**src/rtl/mem_req_router.sv**
```systemverilog
// mem_req_router: routes a single-outstanding CPU memory request to one of
// N_SLV downstream ports, decoded from an address field. Unmapped accesses
// and slaves that never answer get an error response instead, so every
// accepted request ends in exactly one cpu_rvalid_o pulse.
// Optional request/error counters are built when MEM_REQ_ROUTER_STATS_EN
// is defined.
module mem_req_router #(
  parameter int                          AW          = 32,
  parameter int                          DW          = 32,
  parameter int                          N_SLV       = 2,
  parameter int                          SEL_MSB     = 31,
  parameter int                          SEL_BITS    = 4,
  parameter logic [N_SLV*SEL_BITS-1:0]   SLV_SEL     = {4'h4, 4'h0},
  parameter bit                          DEFAULT_EN  = 1'b1,
  parameter int                          DEFAULT_IDX = 0,
  parameter int                          TIMEOUT     = 256
) (
  input  logic                clk_i,
  input  logic                rst_i,
  input  logic [AW-1:0]       cpu_addr_i,
  input  logic [DW-1:0]       cpu_wdata_i,
  input  logic                cpu_we_i,
  input  logic                cpu_cs_i,
  output logic [DW-1:0]       cpu_rdata_o,
  output logic                cpu_rvalid_o,
  output logic                cpu_err_o,
  output logic [N_SLV-1:0]    slv_cs_o,
  output logic                slv_we_o,
  output logic [AW-1:0]       slv_addr_o,
  output logic [DW-1:0]       slv_wdata_o,
  input  logic [N_SLV*DW-1:0] slv_rdata_i,
  input  logic [N_SLV-1:0]    slv_rvalid_i,
  output logic                busy_o,
  output logic [15:0]         req_cnt_o,
  output logic [15:0]         err_cnt_o
);

  localparam int SW = (N_SLV > 1) ? $clog2(N_SLV) : 1;
  localparam int TW = $clog2(TIMEOUT);

  typedef enum logic [1:0] {IDLE, ISSUE, RESP} state_t;

  state_t            state_q, state_d;
  logic              armed_q;
  logic              err_q;
  logic [SW-1:0]     sel_q;
  logic [TW-1:0]     timer_q;

  logic [SEL_BITS-1:0] field;
  logic [N_SLV-1:0]    hit;
  logic [SW-1:0]       dec_sel;
  logic                dec_ok;
  logic [N_SLV-1:0]    dec_onehot;
  logic                sel_rvalid;
  logic [DW-1:0]       sel_rdata;
  logic                accept, issue_done, issue_tmo;

  assign field = cpu_addr_i[SEL_MSB -: SEL_BITS];

  // one comparator per downstream port
  for (genvar k = 0; k < N_SLV; k++) begin : g_hit
    assign hit[k] = (field == SLV_SEL[k*SEL_BITS +: SEL_BITS]);
  end

  // priority pick: walking down means the lowest matching port wins
  always_comb begin
    dec_sel    = SW'(DEFAULT_IDX);
    dec_ok     = DEFAULT_EN;
    dec_onehot = '0;
    for (int k = N_SLV - 1; k >= 0; k--) begin
      if (hit[k]) begin
        dec_sel = SW'(k);
        dec_ok  = 1'b1;
      end
    end
    dec_onehot[dec_sel] = 1'b1;
  end

  // only the port latched at accept can complete the transaction
  assign sel_rvalid = slv_rvalid_i[sel_q];
  assign sel_rdata  = slv_rdata_i[sel_q*DW +: DW];

  // next-state and transaction events
  always_comb begin
    state_d    = state_q;
    accept     = 1'b0;
    issue_done = 1'b0;
    issue_tmo  = 1'b0;
    case (state_q)
      IDLE: begin
        if (cpu_cs_i && armed_q) begin
          accept  = 1'b1;
          state_d = dec_ok ? ISSUE : RESP;
        end
      end
      ISSUE: begin
        // a completion in the final timer cycle beats the abort
        if (sel_rvalid) begin
          issue_done = 1'b1;
          state_d    = RESP;
        end else if (timer_q == TW'(TIMEOUT - 1)) begin
          issue_tmo = 1'b1;
          state_d   = RESP;
        end
      end
      RESP:    state_d = IDLE;
      default: state_d = IDLE;
    endcase
  end

  // state, arming guard, request/response registers
  always_ff @(posedge clk_i) begin
    if (rst_i) begin
      state_q     <= IDLE;
      armed_q     <= 1'b1;
      err_q       <= 1'b0;
      sel_q       <= '0;
      timer_q     <= '0;
      cpu_rdata_o <= '0;
      slv_cs_o    <= '0;
      slv_we_o    <= 1'b0;
      slv_addr_o  <= '0;
      slv_wdata_o <= '0;
    end else begin
      state_q <= state_d;
      // cs must be seen low once between requests, so a cs held through
      // RESP cannot start a second transaction
      if (accept)         armed_q <= 1'b0;
      else if (!cpu_cs_i) armed_q <= 1'b1;

      if (accept) begin
        slv_addr_o  <= cpu_addr_i;
        slv_wdata_o <= cpu_wdata_i;
        slv_we_o    <= cpu_we_i;
        sel_q       <= dec_sel;
        timer_q     <= '0;
        if (dec_ok) begin
          slv_cs_o <= dec_onehot;
        end else begin
          err_q       <= 1'b1;
          cpu_rdata_o <= '0;
        end
      end

      if (state_q == ISSUE) timer_q <= timer_q + TW'(1);

      if (issue_done) begin
        cpu_rdata_o <= sel_rdata;
        err_q       <= 1'b0;
        slv_cs_o    <= '0;
      end

      if (issue_tmo) begin
        cpu_rdata_o <= '0;
        err_q       <= 1'b1;
        slv_cs_o    <= '0;
      end
    end
  end

  assign cpu_rvalid_o = (state_q == RESP);
  assign cpu_err_o    = (state_q == RESP) && err_q;
  assign busy_o       = (state_q != IDLE);

`ifdef MEM_REQ_ROUTER_STATS_EN
  logic [15:0] req_cnt_q, err_cnt_q;

  // saturating accept / error-response counters
  always_ff @(posedge clk_i) begin
    if (rst_i) begin
      req_cnt_q <= '0;
      err_cnt_q <= '0;
    end else begin
      if (accept && req_cnt_q != 16'hFFFF) req_cnt_q <= req_cnt_q + 16'd1;
      if (cpu_err_o && err_cnt_q != 16'hFFFF) err_cnt_q <= err_cnt_q + 16'd1;
    end
  end

  assign req_cnt_o = req_cnt_q;
  assign err_cnt_o = err_cnt_q;
`else
  assign req_cnt_o = 16'd0;
  assign err_cnt_o = 16'd0;
`endif

endmodule

```
**config.mk**
```make
export PLATFORM = sky130hd
export DESIGN_NAME = mem_req_router
export DESIGN_NICKNAME = d
export VERILOG_FILES = /design/src/rtl/mem_req_router.sv
export SDC_FILE = /design/constraint.sdc
export NUM_CORES = 1
export LEC_CHECK = 0
export ABC_AREA = 1
export ABC_CLOCK_PERIOD_IN_PS = 1300
export BUFFER_PORTS_ARGS = -buffer_cell sky130_fd_sc_hd__buf_2
export CORE_ASPECT_RATIO = 0.8
export CORE_MARGIN = 10
export CORE_UTILIZATION = 41
export CTS_CLUSTER_SIZE = 12
export DETAILED_ROUTE_END_ITERATION = 10
export PLACE_DENSITY_LB_ADDON = 0.2
export SETUP_SLACK_MARGIN = 0.15
export SLEW_MARGIN = 15
export SYNTH_ARGS = -nofsm -noshare
export SYNTH_HDL_FRONTEND = slang
export SYNTH_SLANG_ARGS = --single-unit
```
**constraint.sdc**
```tcl
create_clock -name clk_i -period 1.3 [get_ports clk_i]
set_input_delay 0.065 -clock clk_i [delete_from_list [all_inputs] [get_ports clk_i]]
set_output_delay 0.065 -clock clk_i [all_outputs]
set_load 0.05 [all_outputs]
```
After elaboration in Yosys (flattened, before gate mapping):

Cells that the tools add are included.

* register bits after elaboration: 112
* bits of input ports: 134
* output and inout port bits: 134
* logic and storage cells: 56

* $add $sub $neg: 1
* order comparisons: 3
* equal/unequal tests: 7
* shifts and indexed selects: 1
* muxes and demuxes: 23
* reductions and logical operators: 11

Operators by type and width (number)
* $shiftx A64 B7 Y32: 1
* $mux W1: 16
* $mux W8: 2
* $add A8 B1 Y8 const B: 1
* $eq A8 B8 Y1 const B: 1
* $mux W2: 3
* $reduce_bool A2 Y1: 3
* $eq A4 B3 Y1 const B: 1
* $logic_not A4 Y1: 1
* $lt A1 B2 Y1 const B: 2
* $pmux W2 S2: 1
* $logic_and A1 B1 Y1: 3
* $ne A3 B3 Y1 const B: 1
* $reduce_or A3 Y1: 1
* $eq A2 B1 Y1 const B: 1
* $eq A2 B2 Y1 const B: 1
* $logic_not A2 Y1: 1
* $ne A2 B1 Y1 const B: 1
* $ne A2 B2 Y1 const B: 1
* $reduce_and A2 Y1: 1
* $reduce_or A2 Y1: 1
* $demux W1 S1: 1
* $ge A1 B1 Y1 const B: 1

Depth between registers and ports, before layout:

Gate-level depths: netlist of the first run.

* depth in word-level cells: 7
* mapped depth: 9
* mapped depth without buffers: 8

Worst setup path after synthesis of the first run:

OpenSTA, ideal clock, no wires.

* kind: register to output
* start: reg state_q[0]
* end: out cpu_err_o
* arrival time: 1.420 ns
* required time: 1.235 ns
* slack: -0.185 ns
* cell stages (with the launch flop): 2
* path buffers: 0
* cell sequence: dfxtp_1 > nor3_1

* cells in the longest elaborated chain, start to end: 2

RTL lines
* start, declared: line 43 `state_t state_q, state_d;`
* start signal, assigned: line 125 `state_q <= state_d;`
* $eq A2 B2 Y1: line 162 `assign cpu_err_o = (state_q == RESP) && err_q;`
* $logic_and A1 B1 Y1: line 162
* end, declared: line 26 `output logic cpu_err_o,`

Every way passes these cells.

Worst setup path after layout of the first run:

* start: reg state_q[1]
* end: reg slv_wdata_o[6]

* cells in the longest elaborated chain, start to end: 2

RTL lines
* $logic_not A2 Y1: line 89 `case (state_q)`
* $mux W1: line 89
* end signal, assigned: line 133 `slv_wdata_o <= cpu_wdata_i;`
* end, declared: line 30 `output logic [DW-1:0] slv_wdata_o,`

Every way passes these cells.
A chain may end at the register's enable or synchronous reset.

==> results of run 1 <==
-- synth_stat cells (2+ instances only) --
cell      number
buf_6          6
buf_2          9
o21ai_1        2
inv_2          3
nor3_1         3
nand3_1       40
inv_1         76
nor2_1       172
o21ai_0       97
dfxtp_1      112
nand2_1      123
nand2_2        2
a21oi_1       13
buf_4         36
clkbuf_1      22
o21bai_1       2
-- metal layers --
layer  routed length [um]  share of wire, %  vias to the layer above
li1                     -                 -                     2816
met1                 7080                40                     2388
met2                 8300                47                      236
met3                 1760                10                       26
met4                  388               2.2                        0
met5                    0                 0                        -
-- worst paths after layout --
kind                                startpoint             end  slack (ps)  cells past startpoint
worst max-delay path                state_q[1]  slv_wdata_o[6]         -40                      7
worst min-delay path                     rst_i      state_q[0]          70                      3
worst max register to register      state_q[1]  slv_wdata_o[6]         -40                      7
worst min register to register  slv_addr_o[30]  slv_addr_o[30]         460                      2
-- sequential cells by signal (all words and copies together) (netlist names) --
signal and cells:
slv_cs_o 2, timer_q 8, err_q 1, state_q 2
sel_q 1, slv_wdata_o 32, slv_addr_o 32, slv_we_o 1
armed_q 1, cpu_rdata_o 32
-- layout by cell type (no fill, tap or decap), types with 3 or more instances in the layout --
cell type	count
nor2_2	14
buf_8	4
nand2_1	118
nand2_2	4
buf_12	8
o21ai_2	3
nand3_1	39
clkbuf_16	9
a21oi_1	7
dlygate4sd3_1	66
buf_2	233
conb_1	32
dfxtp_1	106
buf_16	3
nand2_4	3
buf_4	17
a21oi_2	6
dfxtp_2	5
bufinv_16	3
o21ai_0	78
inv_4	3
nor2_4	5
o21ai_1	18
nor2_1	155
inv_1	75
buf_6	13
-- worst max-delay path, delay by kind of cell, from the launching register on --
kind / cells / cell delay [ps]
compound gates: 1 / 130
buf+inv: 3 / 430
simple gates: 3 / 360
flops: 1 / 330
-- through the flow --
step / power, mW / worst slack [ps] / cell area, um2
after floorplan: 5.62 / 15.7 / 5280
after global placement: 6.18 / -1.49 / 6420
after detailed placement: 6.18 / -18.5 / 6420
after CTS: 9.65 / 4.19 / 7690
after global routing: 10.1 / -112 / 7810
final: 9.67 / -35.9 / 7810
-- power groups by stage --
| stage | Sequential, mW | Combinational [mW] | Clock [mW] |
|---|---|---|---|
| global route | 3.83 | 2.89 | 3.34 |
| CTS | 3.79 | 2.63 | 3.23 |
| finish | 3.80 | 2.71 | 3.16 |
| detailed placement | 3.86 | 2.32 | 0 |
| floorplan | 4.68 | 0.943 | 0 |
| global placement | 3.86 | 2.31 | 0 |
-- layout make-up --
cell class	instances	area [um2]	area share (%)
inverters	79	304	3.89
multi-input cells	496	2310	29.6
repair buffers	344	2400	30.8
well taps	152	190	2.43
clock inverters	5	104	1.33
clock buffers	11	243	3.11
flip-flops and latches	112	2250	28.8
-- cells by family after synthesis --
group           synth area share [%]
flops                           44.8
fa+ha+maj                      0.250
buf+inv                         15.3
other cells                   0.0749
simple gates                    27.5
compound gates                  12.1
-- repair_timing --
action / 4_1_cts / 5_1_grt
hold buffers: 66 / 0
gates resized for setup: 35 / 31
hold endpoints to repair: 66 / 0
gates cloned: 3 / 1
buffers inserted: 7 / 2
pin swaps: 10 / 8
endpoints found under the setup margin: 110 / 113
==> results.yml, run 1 <==
placed_design:
  gp_congestion: 0.775
  dp_hpwl_mm: 11.6
  port_buffers: 235
  dp.cells: 1104
drt:
  viasPerCell: 4.56
  dr.pass1.iters: 4
  drc: 0
  drt_iter0_markers: 287
  route.vias.total: 5466
  wire_per_inst_um: 14.6
  ant_nets: 0
  wl_mm: 17.5
floorplan:
  die-area_mm2: 0.0171
  core-area_mm2: 0.0121
  die_h_um: 119
  num_io_pins: 268
  num_rows: 36
  fp.dieW_um: 144
  initial_core_util_pct: 41.5
cts:
  clock-root-buffer: "clkbuf_16"
  clkTransAtPathRegs_ps: 80
  clockBufferDepth: 2
  cts.sinks: 112
  h-tree-depth: 3
  cts_buffers: 9
  cts_tree: "yes"
  clk_latency_ps: 340
status:
  violations: "setup timing"
  status: "finished, violations left"
global_routing:
  grt_use_met1_pct: 22.3
  grt_max_degree: 60
  grt_pass1_wl_mm: 27.1
  antenna_found_initial: 0
  grt_use_met3_pct: 7.51
  grt-busiest-layer: "met2"
  grt_pass1_vias: 5376
  gr-total-overflow: 0
  grt_use_total_pct: 19.2
  met2_usage_pct: 31.8
sta:
  hold_ws_ps: 66.5
  report.final.hold_viol_count: 0
  timing.fmax_mhz: 749
  finalClockSkew_ps: 8.81
  setup_tns_ps: -132
  rsz0062_at_grt: "yes"
  finalSetupViolations: 17
  fin_ws_ps: -35.9
  drv_slew: 0
  timing.final.crit_share_pct: 103
  fin_crit_ps: 1340
synthesis:
  synth_top_cell_area_share_pct: 44.8
  ys_warn_count: 0
  synth_area_leaders: "dfxtp_1 45%, nor2_1 13%, o21ai_0 9.7%"
  ys_ff_latch: 112
  synthArstFlopShare_pct: 0
  ys_seq_area_share_pct: 44.8
  synth_largest_area_cell: "dfxtp_1"
  syn_area_per_cell_um2: 6.87
  synth_area_mm2: 0.00501
  yosysUniqueCellTypes: 27
  synthCells: 729
  synth_edf_count: 0
  synth_ff_type: "dfxtp_1"
worst_setup_path:
  crit_arrival_ps: 1610
  crit_required_ps: 1580
  crit_top_cell: "buf_12"
  path_class: "register to register"
  critPathMaxStageDelay_ps: 330
  cp-end-kind: "register"
  crit_chain: "inv_4 > buf_12 > nand2_8 > nor2_4 > buf_12 > o21ai_0 > nor2_1"
  startpoint_type: "register"
  cpMaxStageDelayCell: "dfxtp_2"
  worst-path-max-fanout: 41
cells_and_area:
  diodes: 0
  postLayoutCoreUtil_pct: 64.7
  fillerInstances: 986
  drive_gt1_share_pct: 32.9
  area_growth_pct: 55.9
  instances_no_fill: 1199
  final_nets: 1177
power:
  power.density_mw_per_mm2: 1240
  p_sw_share_pct: 33.2
  switching_power_mw: 3.21
  vdd_ir_drop_max_mv: 0.859
  p_leak_nw: 4.00
  pwr-share-seq_pct: 39.3
  clock_power_share_pct: 32.7
  p_comb_share_pct: 28.0
  intPower_mw: 6.47
min_path:
  hold_path_class: "input port to register"
run:
  cap_violations: 0
Power figures use the tool's default switching activity.
==> run 2, diff against run 1 <==
--- a/config.mk
+++ b/config.mk
@@ -8,7 +8,7 @@
 export ABC_AREA = 1
 export ABC_CLOCK_PERIOD_IN_PS = 1300
 export BUFFER_PORTS_ARGS = -buffer_cell sky130_fd_sc_hd__buf_2
-export CORE_ASPECT_RATIO = 0.8
+export CORE_ASPECT_RATIO = 1.25
 export CORE_MARGIN = 10
 export CORE_UTILIZATION = 41
 export CTS_CLUSTER_SIZE = 12
==> results.yml, run 2 (synthesis gave the netlist of run 1 again) <==
status:
  status: "finished, violations left"
  violations: "setup timing"
worst_setup_path:
  reg2reg_slack_ps: -70
  crit_arrival_ps: 1660
  reg2reg_from: "state_q[0]"
  critPathMaxStageDelay_ps: 400
  cp-end-kind: "register"
  r2r-end: "timer_q[1]"
  ff2ff_path_depth: 9
  startpoint_type: "register"
  crit_required_ps: 1590
  crit_chain: "inv_4 > buf_12 > nand2_8 > nor2_4 > buf_12 > buf_6 > nor2_4 > nand2_1 > a21oi_2"
  path_class: "register to register"
  worst-path-max-fanout: 6
  cpMaxStageDelayCell: "dfxtp_4"
cells_and_area:
  layout_common_cells: "232 x buf_2, 138 x nor2_1, 116 x nand2_1"
  top_regs: "cpu_rdata_o (32), slv_addr_o (32), slv_wdata_o (32)"
  fillerInstances: 1034
  area_growth_pct: 64.4
  drive_gt1_share_pct: 36.9
  design_area_mm2: 0.00824
  mostFrequentLayoutCell: "buf_2"
  postLayoutCoreUtil_pct: 68.3
  final_nets: 1188
floorplan:
  core-area_mm2: 0.0120
  die-area_mm2: 0.0171
  initial_core_util_pct: 41.6
  fp.dieW_um: 119
  num_rows: 45
  die_h_um: 144
  num_io_pins: 268
power:
  vdd_ir_drop_max_mv: 0.850
  power.density_mw_per_mm2: 1170
  p_total_mw: 9.65
  p_leak_nw: 4.11
drt:
  dr.max_layer_used: "met4"
  met2WireLength_mm: 9.43
  wl_mm: 18.9
  wl_met3_mm: 1.92
  dr.pass1.iters: 5
  viasPerCell: 4.64
  drc: 0
  route.vias.total: 5674
  ant_nets: 0
  drt_iter0_markers: 306
  wl_met1_mm: 7.20
  wire_per_inst_um: 15.5
placed_design:
  port_buffers: 235
  place_area_mm2: 0.00651
  dp_hpwl_mm: 11.4
  gp_congestion: 0.830
global_routing:
  antenna_found_initial: 1
  grt_use_total_pct: 18.6
  grt_max_degree: 69
  grt_pass1_wl_mm: 26.3
  gr-total-overflow: 0
  grt_pass1_vias: 5327
sta:
  rsz0062_at_grt: "yes"
  report.final.hold_viol_count: 0
  finalSetupViolations: 56
  timing.final.crit_share_pct: 106
  drv_slew: 0
  timing.fmax_mhz: 729
  fin_crit_ps: 1370
  finalClockSkew_ps: 8.04
  fin_ws_ps: -72.5
min_path:
  hp-start: "rst_i"
  whs_path_depth: 3
  hold_path_class: "input port to register"
  holdPathEnd: "timer_q[2]"
cts:
  clk_latency_ps: 360
  cts_buffers: 9
  clockBufferDepth: 2
  h-tree-depth: 3
  clock-root-buffer: "clkbuf_16"
  clkTransAtPathRegs_ps: 70
  cts.sinks: 112
  cts_tree: "yes"
run:
  cap_violations: 0
## run 2: area by class of cell
class	instances	area, um2	share of cell area, %
clock inverters	7	78.8	0.957
flip-flops and latches	112	2250	27.4
repair buffers	356	2690	32.6
diodes	2	5.00	0.0608
multi-input cells	495	2480	30.1
inverters	79	304	3.69
clock buffers	9	225	2.73
well taps	164	205	2.49
## run 2: how the worst max path moves through the flow
stage / startpoint / to / slack [ps] / cells past startpoint
detailed placement: state_q[1] / slv_wdata_o[8] / -20 / 5
finish: state_q[0] / timer_q[1] / -70 / 9
CTS: state_q[0] / cpu_err_o / -20 / 3
global placement: state_q[0] / slv_addr_o[11] / -30 / 5
global route: state_q[0] / timer_q[1] / -140 / 9
floorplan: timer_q[1] / cpu_rdata_o[10] / 20 / 7
## run 2: critical path: cells and delay by family (launching register included)
kind                   cells  cell delay, ps
AND/OR/NAND/NOR            4             360
AO/OA/AOI/OAI              1             120
flip-flops                 1             400
buffers and inverters      4             420
## run 2: repair_timing
item,4_1_cts,5_1_grt
hold buffers,66,0
endpoints found under the setup margin,108,114
cloned,2,12
endpoints found under the hold margin,66,0
buffers inserted,2,6
pin swaps,22,24
gates resized for setup,54,90
## run 2: metal layers
layer  GRT usage [%]  vias up
li1                -     2846
met1            21.5     2547
met2            30.3      257
met3            7.46       24
met4            6.89        0
met5               0        -
## run 2: per-stage QoR
stage / worst slack [ps] / cells / setup TNS, ps / hold WS [ps]
6_report: -72.5 / 1224 / -1090 / 36.5
4_1_cts: -19.2 / 1204 / -214 / 28.9
2_1_floorplan: 15.7 / 760 / 0 / 149
5_1_grt: -138 / 1223 / -6950 / 50.6
3_5_place_dp: -20.5 / 1118 / -69.2 / 292
3_3_place_gp: -28.0 / 1118 / -110 / 285
## run 2: where the power goes
group          total (mW)  switching, mW  internal [mW]
Clock                2.86           1.34           1.52
Combinational        2.98           1.96           1.01
Sequential           3.82          0.142           3.67
==> run 3, diff against run 2 <==
--- a/config.mk
+++ b/config.mk
@@ -13,8 +13,8 @@
 export CORE_UTILIZATION = 41
 export CTS_CLUSTER_SIZE = 12
 export DETAILED_ROUTE_END_ITERATION = 10
+export GPL_TIMING_DRIVEN = 0
 export PLACE_DENSITY_LB_ADDON = 0.2
-export SETUP_SLACK_MARGIN = 0.15
 export SLEW_MARGIN = 15
 export SYNTH_ARGS = -nofsm -noshare
 export SYNTH_HDL_FRONTEND = slang
==> results.yml, run 3 (synthesis gave the netlist of run 1 again) <==
status:
  status: "finished, violations left"
  violations: "setup timing"
worst_setup_path:
  cpMaxStageDelayCell: "dfxtp_4"
  ff2ff_path_depth: 8
  reg2reg_slack_ps: -50
  critPathMaxStageDelay_ps: 360
  startpoint_type: "register"
  worst-path-max-fanout: 5
  crit_arrival_ps: 1590
  r2r-end: "cpu_rdata_o[26]"
  cp-end-kind: "register"
  path_class: "register to register"
  crit_required_ps: 1540
  crit_top_cell: "buf_6"
  reg2reg_from: "timer_q[0]"
  crit_chain: "ha_4 > nand2_4 > nor2_4 > nand3_4 > o21ai_4 > buf_6 > buf_6 > nor2_1"
power:
  p_total_mw: 9.42
  p_leak_nw: 4.19
  vdd_ir_drop_max_mv: 0.935
  power.density_mw_per_mm2: 1170
cts:
  clockBufferDepth: 2
  clkTransAtPathRegs_ps: 70
  cts_buffers: 9
  cts.sinks: 112
  h-tree-depth: 3
  cts_tree: "yes"
  clk_latency_ps: 350
  clock-root-buffer: "clkbuf_16"
floorplan:
  die-area_mm2: 0.0171
  initial_core_util_pct: 41.6
  core-area_mm2: 0.0120
  die_h_um: 144
  num_rows: 45
  num_io_pins: 268
  fp.dieW_um: 119
sta:
  fin_ws_ps: -49.4
  finalClockSkew_ps: 9.08
  fin_crit_ps: 1350
  timing.final.crit_share_pct: 104
  drv_slew: 0
  rsz0062_at_grt: "yes"
  timing.fmax_mhz: 741
  finalSetupViolations: 29
  report.final.hold_viol_count: 0
drt:
  wl_mm: 18.6
  wire_per_inst_um: 14.7
  dr.pass1.iters: 4
  viasPerCell: 4.53
  drt_iter0_markers: 280
  drc: 0
  ant_nets: 0
  route.vias.total: 5744
placed_design:
  gp_congestion: 0.833
  pre_cts_ws_ps: -295
  place_area_mm2: 0.00657
  dp_hpwl_mm: 12.8
  port_buffers: 234
cells_and_area:
  design_area_mm2: 0.00804
  area_growth_pct: 60.4
  mostFrequentLayoutCell: "buf_2"
  drive_gt1_share_pct: 35.4
  fillerInstances: 1091
  final_nets: 1232
  layout_common_cells: "238 x buf_2, 160 x nor2_1, 110 x nand2_1"
  postLayoutCoreUtil_pct: 66.7
  top_regs: "cpu_rdata_o (32), slv_addr_o (32), slv_wdata_o (32)"
global_routing:
  grt_pass1_vias: 5631
  grt_use_total_pct: 20.5
  grt_pass1_wl_mm: 28.7
  gr-total-overflow: 0
  antenna_found_initial: 0
  grt_max_degree: 19
min_path:
  holdPathEnd: "slv_addr_o[30]"
  hp-start: "cpu_addr_i[30]"
  hold_path_class: "input port to register"
  whs_path_depth: 3
run:
  cap_violations: 0
[run 3: worst max path at each step]
| stage | slack, ps | from | to | cells past startpoint |
|---|---|---|---|---|
| finish | -50 | timer_q[0] | cpu_rdata_o[26] | 8 |
| global route | -110 | sel_q | cpu_rdata_o[29] | 10 |
| CTS | -40 | timer_q[0] | cpu_rdata_o[26] | 8 |
| detailed placement | -300 | state_q[0] | state_q[0] | 4 |
| global placement | -280 | state_q[0] | cpu_rdata_o[13] | 7 |
| floorplan | 6 | sel_q | cpu_rdata_o[10] | 9 |
[run 3: final cells by class]
type	count	area (um2)	area share, %
clock inverter	4	56.3	0.700
multi-input combinational	496	2300	28.6
sequential	112	2260	28.1
antenna	1	2.50	0.0311
clock buffer	12	256	3.19
buffer	73	553	6.88
timing repair buffer	326	2100	26.2
tap	164	205	2.55
inverter	79	304	3.78
[run 3: worst max-delay path, delay by kind of cell (launching register included)]
| family | cells | cell delay [ps] |
|---|---|---|
| simple gates | 4 | 300 |
| buf+inv | 2 | 260 |
| fa+ha+maj | 1 | 150 |
| compound gates | 1 | 190 |
| flops | 1 | 360 |
[run 3: repair_timing]
item / in CTS / in global routing
hold buffers: 65 / 0
buffers inserted: 14 / 6
endpoints found under the setup margin: 111 / 102
gates resized for setup: 34 / 76
pin swaps: 5 / 13
endpoints found under the hold margin: 65 / 0
gates cloned: 4 / 4
[run 3: layer usage]
| layer | vias to the layer above | track usage [%] | share of wire, % |
|---|---|---|---|
| met1 | 2535 | 23.0 | 40 |
| met4 | 0 | 6.95 | 2.2 |
| met5 | - | 0 | 0 |
| li1 | 2934 | - | - |
| met2 | 244 | 34.2 | 48 |
| met3 | 31 | 8.59 | 10 |
[run 3: per-stage QoR]
stage                     cells  setup TNS [ps]  hold slack [ps]
after floorplan             760               0              149
after global placement     1158          -19450              277
after detailed placement   1158          -22010              280
after CTS                  1257            -667             4.16
after global routing       1266           -3300             9.47
final                      1267            -830             2.48
[run 3: power by group]
group          switching (mW)  total, mW  internal (mW)
Sequential              0.129       3.80           3.67
Clock                    1.27       2.89           1.62
Combinational            1.86       2.73          0.876
Total                    3.25       9.42           6.17
